**src/rtl/denklem_cozucu.sv**
```systemverilog
// denklem_cozucu: finds the smallest x with A*x+C == y (mod 2^YW), one candidate per clock.
// f(x) is built incrementally in r_acc, so a single adder covers the whole search.
module denklem_cozucu #(
    parameter int XW = 3,
    parameter int YW = 5,
    parameter int A  = 3,
    parameter int C  = 4
) (
    input  logic          clk,
    input  logic          rst,
    input  logic          start,
    input  logic [YW-1:0] y_in,
    output logic          busy,
    output logic          done,
    output logic          found,
    output logic [XW-1:0] x_out
);
    typedef enum logic [1:0] {IDLE, SEARCH, DONE} state_t;
    localparam logic [YW-1:0] A_M = YW'(A);
    localparam logic [YW-1:0] C_M = YW'(C);
    state_t        r_state;
    state_t        w_next;
    logic [XW-1:0] r_x_cnt;
    logic [XW-1:0] r_x_out;
    logic [YW-1:0] r_acc;
    logic [YW-1:0] r_y_q;
    logic          r_found;
    logic          w_hit;
    logic          w_last;
    assign w_hit  = r_acc == r_y_q;
    assign w_last = r_x_cnt == '1;
    always_comb begin
        w_next = r_state;
        w_next = r_state == IDLE   ? (start ? SEARCH : IDLE) :
                 r_state == SEARCH ? ((w_hit || w_last) ? DONE : SEARCH) : IDLE;
    end
    always_ff @(posedge clk) begin
        if (rst) begin
            r_state <= IDLE;
            r_x_cnt <= '0;
            r_acc   <= '0;
            r_y_q   <= '0;
            r_found <= 1'b0;
            r_x_out <= '0;
        end else begin
            r_state <= w_next;
            if (r_state == IDLE && start) begin
                r_y_q   <= y_in;
                r_x_cnt <= '0;
                r_acc   <= C_M;
            end
            // first hit wins, so the smallest x is reported even after a wrap
            if (r_state == SEARCH) begin
                if (w_hit) begin
                    r_found <= 1'b1;
                    r_x_out <= r_x_cnt;
                end else if (w_last) begin
                    r_found <= 1'b0;
                    r_x_out <= '0;
                end else begin
                    r_x_cnt <= r_x_cnt + 1'b1;
                    r_acc   <= r_acc + A_M;
                end
            end
        end
    end
    assign busy  = r_state == SEARCH;
    assign done  = r_state == DONE;
    assign found = r_found;
    assign x_out = r_x_out;
endmodule
```
**config.mk**
```make
export PLATFORM = sky130hd
export DESIGN_NAME = denklem_cozucu
export DESIGN_NICKNAME = d
export VERILOG_FILES = /design/src/rtl/denklem_cozucu.sv
export SDC_FILE = /design/constraint.sdc
export NUM_CORES = 1
export LEC_CHECK = 0
export ABC_AREA = 1
export ABC_CLOCK_PERIOD_IN_PS = 2200
export CAP_MARGIN = 30
export CORE_UTILIZATION = 53
export DETAILED_ROUTE_END_ITERATION = 12
export PLACE_DENSITY_LB_ADDON = 0.1
export SLEW_MARGIN = 0
export SYNTH_ARGS = -nofsm -noshare
export SYNTH_HDL_FRONTEND = slang
export SYNTH_SLANG_ARGS = --single-unit
```
**constraint.sdc**
```tcl
create_clock -name clk -period 2.2 [get_ports clk]
set_clock_uncertainty 0.15 [all_clocks]
set_input_delay 0.44 -clock clk [delete_from_list [all_inputs] [get_ports clk]]
set_output_delay 0.44 -clock clk [all_outputs]
set_load 0.01 [all_outputs]
```
## Yosys cells after proc, flatten, opt, wreduce, memory -nomap -nowiden

Index checks and enable logic that the tools add are counted.

| cells by class | value |
|---|---|
| equality and inequality tests | 4 |
| reductions and logical operators | 5 |
| add/sub/neg operators | 2 |
| multiplexer cells | 16 |

Operators by type and width:

| kind | number |
|---|---|
| 5-bit 2-to-1 mux | 4 |
| 3-bit 2-to-1 mux | 6 |
| 2-bit 2-to-1 mux | 3 |
| 5-bit by 2-bit adder with 5-bit output, second input constant | 1 |
| 5-bit == test | 1 |
| 3-bit by 1-bit adder with 3-bit output, second input constant | 1 |
| 3-bit == test, second input constant | 1 |
| 1-bit 2-to-1 mux | 3 |
| 2-bit by 1-bit == test with 1-bit output, second input constant | 1 |
| 2-bit == test, second input constant | 1 |
| 2-bit zero test | 1 |
| 2-bit AND reduction | 1 |
| 2-bit nonzero test | 1 |
| 1-bit logical AND | 1 |
| 1-bit logical OR | 1 |

| storage, ports and cells | value |
|---|---|
| logic and storage cells | 33 |
| register bits | 19 |
| output and inout port bits | 6 |
| input bits | 8 |

## Depth between registers and ports, before layout

Gate-level depths: netlist (run 1).

| logic depth | value |
|---|---|
| depth after elaboration | 6 |
| mapped depth | 10 |

## Worst setup path before layout (run 1)

OpenSTA, ideal clock, no wires.

| timing | value |
|---|---|
| kind | reg-to-reg |
| start | register r_x_cnt[0] |
| end | register r_acc[4] |
| required time | 1935 ps |
| data arrival time | 1400 ps |
| path buffers | 0 |
| stages on the path, launching flop included | 11 |
| library setup time | 115 ps |
| slack | 535 ps |
| cells stage by stage | dfxtp_1 > ha_1 > ha_1 > inv_1 > nand2_1 > nor3_1 > o21ai_0 > o21ai_0 > nand2_2 > nand2_1 > nor2_1 |

| on the way | value |
|---|---|
| word-level cells in the longest chain between the ends | 4 |

RTL lines:

| element | line | source |
|---|---|---|
| start, declared | 23 | `logic [XW-1:0] r_x_cnt;` |
| start signal, assigned | 61 | `r_x_cnt <= r_x_cnt + 1'b1;` |
| 3-bit == test | 31 | `assign w_last = r_x_cnt == '1;` |
| 5-bit 2-to-1 mux | 57 | `end else if (w_last) begin` |
| 5-bit 2-to-1 mux | 54 | `if (w_hit) begin` |
| 5-bit 2-to-1 mux | 53 | `if (r_state == SEARCH) begin` |
| end signal, assigned | 62 | `r_acc <= r_acc + A_M;` |
| end, declared | 25 | `logic [YW-1:0] r_acc;` |

Every way passes these cells.
A chain may end at the register's enable or synchronous reset.

## Final worst setup path (run 1)

| timing | value |
|---|---|
| start | register r_state[0] |
| end | output busy |

| on the way | value |
|---|---|
| word-level cells in the longest chain between the ends | 1 |

RTL lines:

| element | line | source |
|---|---|---|
| start, declared | 21 | `state_t r_state;` |
| start signal, assigned | 46 | `r_state <= w_next;` |
| 2-bit by 1-bit == test with 1-bit output | 67 | `assign busy = r_state == SEARCH;` |
| end, declared | 13 | `output logic busy,` |

Every way passes these cells.

==> summary.md, run 1 <==
| Metric | Value |
|---|---|
| Status | `finished clean` |
| Largest stage delay, worst path | `0.54 ns` |
| HP Start | `x_out[2]` |
| Area grow syn2layout | `17.7%` |
| Share of layout cells above drive strength 1 | `19.6%` |
| TritonRoute pass-1 iters | `4` |
| TritonCTS clock tree | `yes` |
| Setup crit start kind | `flip-flop` |
| Layout Utilization | `between 70% and 80%` |
| Syn nets | `157` |
| Core area | `1800 um^2` |
| Die height | `about 47 um` |
| Max-Cap Viols | `0` |
| Path type of the worst min-delay path | `flip-flop to flip-flop` |
| Total wire length | `2150 um` |
| Clock sinks | `19` |
| TritonCTS buffer count | `3` |
| Met2 usage | `35.0%` |
| Cell Chain, Critical Path | `nand2_2, inv_4, clkdlybuf4s50_1` |
| Worst Setup End Kind | `output port` |
| R2R Path Start | `r_x_cnt[1]` |
| Fin nets | `175` |
| Row Count | `15` |
| First-pass GRT wire length | `3550 um` |
| Iteration-0 DRC Markers | `16` |
| Min-Delay Path Depth | `2` |
| Vias in the first global route | `between 800 and 900` |
| H-tree depth | `1` |
| Largest net degree at the start of global routing | `12` |
| Data arrival, critical path | `1.50 ns` |
| Diode count | `0` |
| Worst Max-Slew Pin Slew | `between 0.4 and 0.5 ns` |
| RD Place Congestion | `0.887` |
| Drc violations | `0` |
| Worst hold endpoint | `x_out[2]` |
| Leakage power | `0.511 nW` |
| Most common cell after layout, fill and taps aside | `nand2_1` |
| Peak Freq | `roughly 0.48 GHz` |
| Flops & latches, synth | `19` |
| Max Slew Vio Count | `0` |
| Clk slew on worst S/H paths | `0.11 ns` |
| Setup_tns | `0 ns` |
| RSZ-0062 raised after global routing | `no` |
| Cell count after synthesis | `146` |
| Yosys cell types | `25` |
| Reg2reg path depth | `10` |
| Starting Density | `59.5%` |
| Design area | `1260 um^2` |
| Antenna violations before repair | `0` |
| Biggest area consumer among synthesized cells | `dfxtp_1` |
| Period Utilization, post-route | `95.0%` |
| Register area | `380 um^2` |
| CP max stage cell | `clkdlybuf4s50_1` |
| Reg2reg end | `r_acc[4]` |
| Die area | `between 2000 and 2500 um^2` |
| Total GRT Usage | `23.2%` |
| Register area share after synthesis | `between 30% and 40%` |
| Congestion Overflow GR | `0` |
| WL/cell | `11.4 um` |
| Setup CP Type | `flip-flop to output port` |
| Via total after detailed routing | `971` |
| Final Setup Violations | `0` |
| Crit Path Max Fanout | `7` |
| Cell count along the critical path | `3` |
| Post-synth ARST share | `0%` |
| Clock Latency Late Sink | `0.30 ns` |
| CP required | `1.61 ns` |
| Fin crit period | `2.09 ns` |
| Mapped Area | `1070 um^2` |
| GR Layer Usage met3 | `3.46%` |
| Final hold vios | `0` |
| R2R setup slack | `0.38 ns` |
| EDFF count, synth | `0` |
| Die Span X | `47.0 um` |
| DR vias/cell | `around 5.2` |
| Peak VDD IR | `0.000524 V` |
| PD cells | `752 nW/um^2` |
| Area of the multi-input gates | `616 um^2` |
| Average size of a mapped cell | `7.34 um^2` |
| Clock Tree Buf Depth | `2` |
| Met1 usage | `31.5%` |
| Filler cell count | `171` |
| CP Buf/Inv Count | `2` |
| Commonest non-fill, non-tap cells in the layout | `nand2_1 (41), dfxtp_1 (19), a21oi_1 (14)` |
| Relative slew slack | `71.6%` |
| Synth top area share | `35.5%` |
| Syn. warnings | `0` |
| I/O pins | `14` |
| Synth area leaders | `dfxtp_1 (35%), nand2_1 (15%), a21oi_1 (6.5%)` |
| Layer with the highest usage | `met2` |
| Ys flop type | `dfxtp_1` |
| Post-DP HPWL | `1660 um` |
| Root Buffer | `clkbuf_4` |
| IO Port Bufs | `13` |
| Antenna-violating nets left | `0` |
| Dpl cell area | `1230 um^2` |
| Crit-path leading delay family | `buffers and inverters` |
cells in the mapped netlist, types with 2 or more instances:
library cell	instances
nand2_1	42
dfxtp_1	19
a21oi_1	14
inv_1	10
nor2_1	10
o21ai_0	10
nand2_2	7
inv_2	6
a21oi_2	4
ha_1	3
nand4_1	3
a21boi_0	2
nand3_1	2
nand3_4	2
nor2_4	2
sequential cells by signal (all words and copies together) (netlist names):
signal and cells:
found 1, r_acc 5, r_state 2, r_x_cnt 3
r_y_q 5, x_out 3
tightest hold or removal path, stage by stage (launching register included):
cell     delay, ns
dfxtp_1       0.32
nand2_1       0.07
a21oi_2       0.04
per-layer routing:
metal	wire length (um)	vias up	part of all wire [%]
li1	-	507	-
met1	1080	435	50
met5	0	-	0
met4	43	0	2.0
met2	943	24	44
met3	78	5	3.6
power breakdown:
part	total (W)	internal [W]	switching (W)
Sequential	0.000418	0.000382	0.0000360
Clock	0.000180	0.0000679	0.000113
Combinational	0.000351	0.000139	0.000212
how the worst max path moves through the flow:
stage | from | endpoint | slack [ns]
4_1_cts | r_state[1] | busy | 0.007
3_5_place_dp | start | r_x_cnt[2] | 0.20
6_report | r_state[0] | busy | 0.11
3_3_place_gp | start | r_x_cnt[2] | 0.24
2_1_floorplan | r_x_cnt[0] | r_acc[4] | 0.53
5_1_grt | r_state[1] | busy | 0.02
cells by family (layout without fill, tap and decap cells):
| family | after synthesis | count (layout) | share of synthesized area, % |
|---|---|---|---|
| AO/OA/AOI/OAI | 32 | 32 | 17.0 |
| flip-flops | 19 | 19 | 35.5 |
| adder cells (fa/ha/maj) | 3 | 3 | 3.50 |
| AND/OR/NAND/NOR | 72 | 72 | 34.3 |
| buffers and inverters | 18 | 35 | 7.35 |
| XOR/XNOR | 2 | 2 | 2.33 |
area by class of cell:
cell class | count | share of cell area, %
clock buffers | 3 | 1.78
clock inverters | 1 | 0.396
inverters | 16 | 4.96
multi-input cells | 109 | 48.8
flip-flops and latches | 19 | 30.1
well taps | 25 | 2.48
repair buffers | 15 | 11.5
through the flow:
step	std cells	total power (W)	setup WS (ns)	hold slack, ns
after floorplan	146	0.000696	0.535	0.294
after global placement	184	0.000764	0.243	0.304
after detailed placement	184	0.000775	0.198	0.309
after CTS	188	0.000955	0.00656	0.325
after global routing	188	0.00101	0.0208	0.342
final	188	0.000949	0.111	0.321
repair_timing:
action | in CTS | in global routing
hold buffers | 0 | 0
setup buffers | 0 | 0
setup endpoints to repair | 0 | 1
gates resized for setup | 0 | 2
No activity file was read; power rests on OpenSTA's default activity.
==> run 2, diff against run 1 <==
--- a/config.mk
+++ b/config.mk
@@ -10,4 +10,5 @@
 export CAP_MARGIN = 30
 export CORE_UTILIZATION = 53
+export CTS_CLUSTER_DIAMETER = 40
 export DETAILED_ROUTE_END_ITERATION = 12
 export PLACE_DENSITY_LB_ADDON = 0.1
==> constraint.sdc (replaced) <==
create_clock -name clk -period 2.2 [get_ports clk]
set_clock_uncertainty 0.15 [all_clocks]
set_input_delay 0.33 -clock clk [delete_from_list [all_inputs] [get_ports clk]]
set_output_delay 0.33 -clock clk [all_outputs]
set_load 0.01 [all_outputs]
==> run 2 against run 1 <==
- design area shrank 0.89%
- sequential power is essentially flat
- maximum frequency shrank 0.47%
- combinational power shrank 1%
- critical endpoint unchanged
- largest cell class unchanged
==> summary.md, run 2 (synthesis gave the netlist of run 1 again) <==
| Metric | Value |
|---|---|
| Final WS setup | `approximately 0.10 ns` |
| Commonest non-fill, non-tap cells in the layout | `nand2_1 (42), dfxtp_1 (19), a21oi_1 (14)` |
| Place WS | `between 0.3 and 0.4 ns` |
| Period Utilization, post-route | `95.4%` |
| RSZ-0062 raised after global routing | `no` |
| Worst Max-Slew Pin Slew | `~0.35 ns` |
| Setup CP Type | `flip-flop to output port` |
| Peak Freq | `about 0.48 GHz` |
| CP required | `1.72 ns` |
| Post-DP HPWL | `1540 um` |
| Total GRT Usage | `23.3%` |
| Total wire length | `2090 um` |
| Setup crit start kind | `flip-flop` |
| Hold-fix buffers at CTS | `0` |
| Setup bufs post-CTS | `0` |
| Clock sinks | `19` |
| Antenna violations before repair | `0` |
| H-tree depth | `1` |
| Largest regs | `r_acc (5), r_y_q (5)` |
| Via total after detailed routing | `~950` |
| Path type of the worst min-delay path | `flip-flop to flip-flop` |
| TritonCTS clock tree | `yes` |
| IO Port Bufs | `13` |
| Relative slew slack | `76.4%` |
| Max-Cap Viols | `0` |
| Iteration-0 DRC Markers | `20` |
| Filler cell count | `165` |
| Hold_ws | `0.324 ns` |
| Worst Setup End Kind | `output port` |
| Die height | `47.0 um` |
| Data arrival, critical path | `1.62 ns` |
| Leakage power | `0.503 nW` |
| Setup_tns | `0 ns` |
| Antenna-violating nets left | `0` |
| Most common cell after layout, fill and taps aside | `nand2_1` |
| Drc violations | `0` |
| First-pass GRT wire length | `around 3600 um` |
| Register area | `380 um^2` |
| HP Start | `r_y_q[1]` |
| Fin crit period | `2.10 ns` |
| I/O pins | `14` |
| RD Place Congestion | `0.813` |
| Area grow syn2layout | `16.7%` |
| Final Setup Violations | `0` |
| Status | `finished clean` |
| Core area | `about 1800 um^2` |
| Share of layout cells above drive strength 1 | `between 10% and 20%` |
| Congestion Overflow GR | `0` |
| Diode count | `0` |
| TritonRoute pass-1 iters | `4` |
| Die area | `2210 um^2` |
| Die Span X | `47.0 um` |
| Clock Latency Late Sink | `0.29 ns` |
| Clock Tree Buf Depth | `2` |
| Starting Density | `59.5%` |
| Peak VDD IR | `roughly 0.00044 V` |
| Crit Path Max Fanout | `7` |
| WL/cell | `11.2 um` |
| Layout Utilization | `69.4%` |
| R2R Path Start | `r_x_cnt[0]` |
| Max Slew Vio Count | `0` |
| Crit path from | `r_state[0]` |
| Fin nets | `174` |
| DR vias/cell | `5.10` |
| TritonCTS buffer count | `3` |
| Vias in the first global route | `815` |
| Area of the multi-input gates | `613 um^2` |
| Final hold vios | `0` |
| PD cells | `around 750 nW/um^2` |
| Clk slew on worst S/H paths | `0.11 ns` |
| Largest net degree at the start of global routing | `18` |
| Root Buffer | `clkbuf_4` |
| Row Count | `15` |
| Cts repair resizes | `0` |
## run 2: routing by layer
layer,share of wire [%],routed length (um),vias to the layer above,GRT usage [%]
met5,0,0,-,0
met4,1.2,24,0,8.57
met3,2.5,52,4,3.46
met2,46,958,18,35.3
met1,50,1050,424,33.5
li1,-,-,507,-
## run 2: critical path, cell delays in order, from the launching register on
cell and delay, ns:
dfxtp_1 0.38, nand2_1 0.21, inv_4 0.18, clkdlybuf4s50_1 0.55
## run 2: report_power, final
part	switching [W]	internal (W)	total, W
Sequential	0.0000370	0.000382	0.000419
Combinational	0.000212	0.000135	0.000347
Clock	0.000107	0.0000706	0.000178
## run 2: cell type report
cell class                 instances  share of cell area [%]
clock buffer                       4                    2.10
inverter                          16                    5.00
multi-input combinational        109                    49.0
sequential                        19                    30.4
tap                               25                    2.50
timing repair buffer              14                    11.0
## run 2: stage by stage
stage	instance area (um^2)	instances	power (W)
after floorplan	1070	146	0.000696
after global placement	1220	183	0.000759
after detailed placement	1220	183	0.000768
after CTS	1250	187	0.000946
after global routing	1250	187	0.00101
final	1250	187	0.000944
## run 2: worst paths after layout
kind,slack (ns),to,cells past startpoint
worst max-delay path,0.10,busy,3
worst min-delay path,0.32,r_y_q[1],2
worst max register to register,0.34,r_acc[4],10
worst min register to register,0.32,r_y_q[1],2
==> run 3, diff against run 2 <==
Settings changed: CORE_UTILIZATION 53 to 60, DONT_BUFFER_PORTS set to 1.
==> run 3 against run 2 <==
- power fell by 1.9%
- clock power barely moved
- critical path depth rose by 7
- die area fell by 11%
- sequential share of layout area rose by 3.6 points
- hold slack got worse by 0.29 ns
- utilization rose by 0.81 points
- largest power group unchanged
==> summary.md, run 3 (synthesis gave the netlist of run 1 again) <==
| Metric | Value |
|---|---|
| H-tree depth | `1` |
| Clock sinks | `19` |
| Leakage power | `0.455 nW` |
| Root Buffer | `clkbuf_4` |
| Area grow syn2layout | `4.43%` |
| Row Count | `14` |
| Critical path capture point | `r_acc[4]` |
| Share of layout cells above drive strength 1 | `18.8%` |
| Largest net degree at the start of global routing | `18` |
| Relative slew slack | `70.8%` |
| Area of the multi-input gates | `between 600 and 700 um^2` |
| Final hold vios | `0` |
| Period Utilization, post-route | `86.3%` |
| Total power | `~0.00093 W` |
| Die area | `1960 um^2` |
| Via total after detailed routing | `940` |
| CP required | `2.26 ns` |
| Peak VDD IR | `0.000513 V` |
| First-pass GRT wire length | `3500 um` |
| Status | `finished clean` |
| Congestion Overflow GR | `0` |
| GR Layer Usage met3 | `4.49%` |
| Clock Latency Late Sink | `0.30 ns` |
| Path type of the worst min-delay path | `input pin to flip-flop` |
| Setup_tns | `0 ns` |
| Clock share of power | `19.2%` |
| Fin nets | `161` |
| Flop pwr share | `between 40% and 50%` |
| Clock Tree Buf Depth | `2` |
| Met1 usage | `34.1%` |
| R2R setup slack | `0.30 ns` |
| Total GRT Usage | `24.8%` |
| Crit path from | `r_x_cnt[0]` |
| Setup CP Type | `flip-flop to flip-flop` |
| Diode count | `0` |
| Starting Density | `67.3%` |
| Crit Path Max Fanout | `7` |
| Combinational share of power | `35.4%` |
| Met2 usage | `36.8%` |
| DR vias/cell | `5.43` |
| RSZ-0062 raised after global routing | `no` |
| TritonCTS buffer count | `3` |
| Layout Utilization | `between 70 and 80%` |
| Cts repair resizes | `0` |
| Core area | `1590 um^2` |
| RD Place Congestion | `about 0.86` |
| Peak Freq | `0.527 GHz` |
| Commonest non-fill, non-tap cells in the layout | `nand2_1 (42), dfxtp_1 (19), a21oi_1 (14)` |
| Clk slew on worst S/H paths | `0.10 ns` |
| Reg2reg end | `r_acc[4]` |
| Layer with the highest usage | `met2` |
| Max-Cap Viols | `0` |
| Antenna violations before repair | `0` |
| TritonCTS clock tree | `yes` |
| R2R Path Start | `r_x_cnt[0]` |
| PD cells | `approximately 830 nW/um^2` |
| Data arrival, critical path | `1.95 ns` |
| Fin crit period | `1.90 ns` |
| Vias in the first global route | `about 800` |
| Total wire length | `2160 um` |
| Register area | `380 um^2` |
| Antenna-violating nets left | `0` |
| Design area | `1120 um^2` |
| Reg2reg path depth | `10` |
| Setup bufs post-CTS | `0` |
| Die Span X | `around 44 um` |
| Sw Pwr | `~0.00036 W` |
| Iteration-0 DRC Markers | `20` |
| Worst Setup End Kind | `flip-flop` |
| Largest regs | `r_acc (5), r_y_q (5)` |
| Drc violations | `0` |
| Die height | `44.3 um` |
| Dpl cell area | `1080 um^2` |
| Setup crit start kind | `flip-flop` |
| IO Port Bufs | `0` |
| WL/cell | `12.5 um` |
| Filler cell count | `134` |
| Worst Max-Slew Pin Slew | `0.436 ns` |
| Fin cells | `173` |
| Max Slew Vio Count | `0` |
| Placed Cells | `168` |
| Switching share of power | `38.6%` |
| Internal power | `0.000568 W` |
| TritonRoute pass-1 iters | `4` |
| Most common cell after layout, fill and taps aside | `nand2_1` |
| Final Setup Violations | `0` |
| I/O pins | `14` |
| Post-DP HPWL | `1590 um` |
## run 3: per-stage QoR
stage | hold slack (ns) | worst slack [ns]
floorplan | 0.294 | 0.535
finish | 0.0339 | 0.302
global placement | 0.244 | 0.470
global route | 0.0372 | 0.193
CTS | 0.0331 | 0.332
detailed placement | 0.246 | 0.353
## run 3: area by class of cell
| cell class | instances | area share [%] |
|---|---|---|
| inverter | 16 | 5.36 |
| timing repair buffer | 1 | 0.894 |
| multi-input combinational | 109 | 54.7 |
| clock buffer | 4 | 2.35 |
| tap | 24 | 2.68 |
| sequential | 19 | 34.0 |
## run 3: worst max-delay path, cell delays in order (launching register included)
cell,delay [ns]
dfxtp_1,0.35
ha_1,0.21
ha_1,0.24
inv_1,0.23
nand2_1,0.08
nor3_1,0.19
o21ai_0,0.10
o21ai_0,0.10
nand2_2,0.06
nand2_1,0.06
nor2_1,0.04
## run 3: power groups by stage
stage / clock (W) / combinational [W] / sequential (W)
2_1_floorplan: 0 / 0.000276 / 0.000419
3_5_place_dp: 0 / 0.000317 / 0.000427
6_report: 0.000178 / 0.000328 / 0.000420
3_3_place_gp: 0 / 0.000308 / 0.000425
4_1_cts: 0.000182 / 0.000324 / 0.000419
5_1_grt: 0.000201 / 0.000363 / 0.000425
## run 3: layer usage
| layer | vias to the layer above | wire (um) |
|---|---|---|
| li1 | 478 | - |
| met1 | 425 | 1010 |
| met2 | 32 | 986 |
| met3 | 5 | 119 |
| met4 | 0 | 40 |
| met5 | - | 0 |
## run 3: worst min-delay path by stage
stage	from	to	slack, ns	depth (start not counted)
3_5_place_dp	rst	x_out[0]	0.25	1
5_1_grt	start	r_y_q[3]	0.04	2
2_1_floorplan	r_y_q[0]	r_y_q[0]	0.29	2
6_report	start	r_y_q[3]	0.03	2
4_1_cts	start	r_y_q[3]	0.03	2
3_3_place_gp	rst	x_out[2]	0.24	1
## run 3: timing repair
action                                  CTS  global route
endpoints found under the setup margin    0             0
hold endpoints to repair                  9             0
hold buffers                              1             0
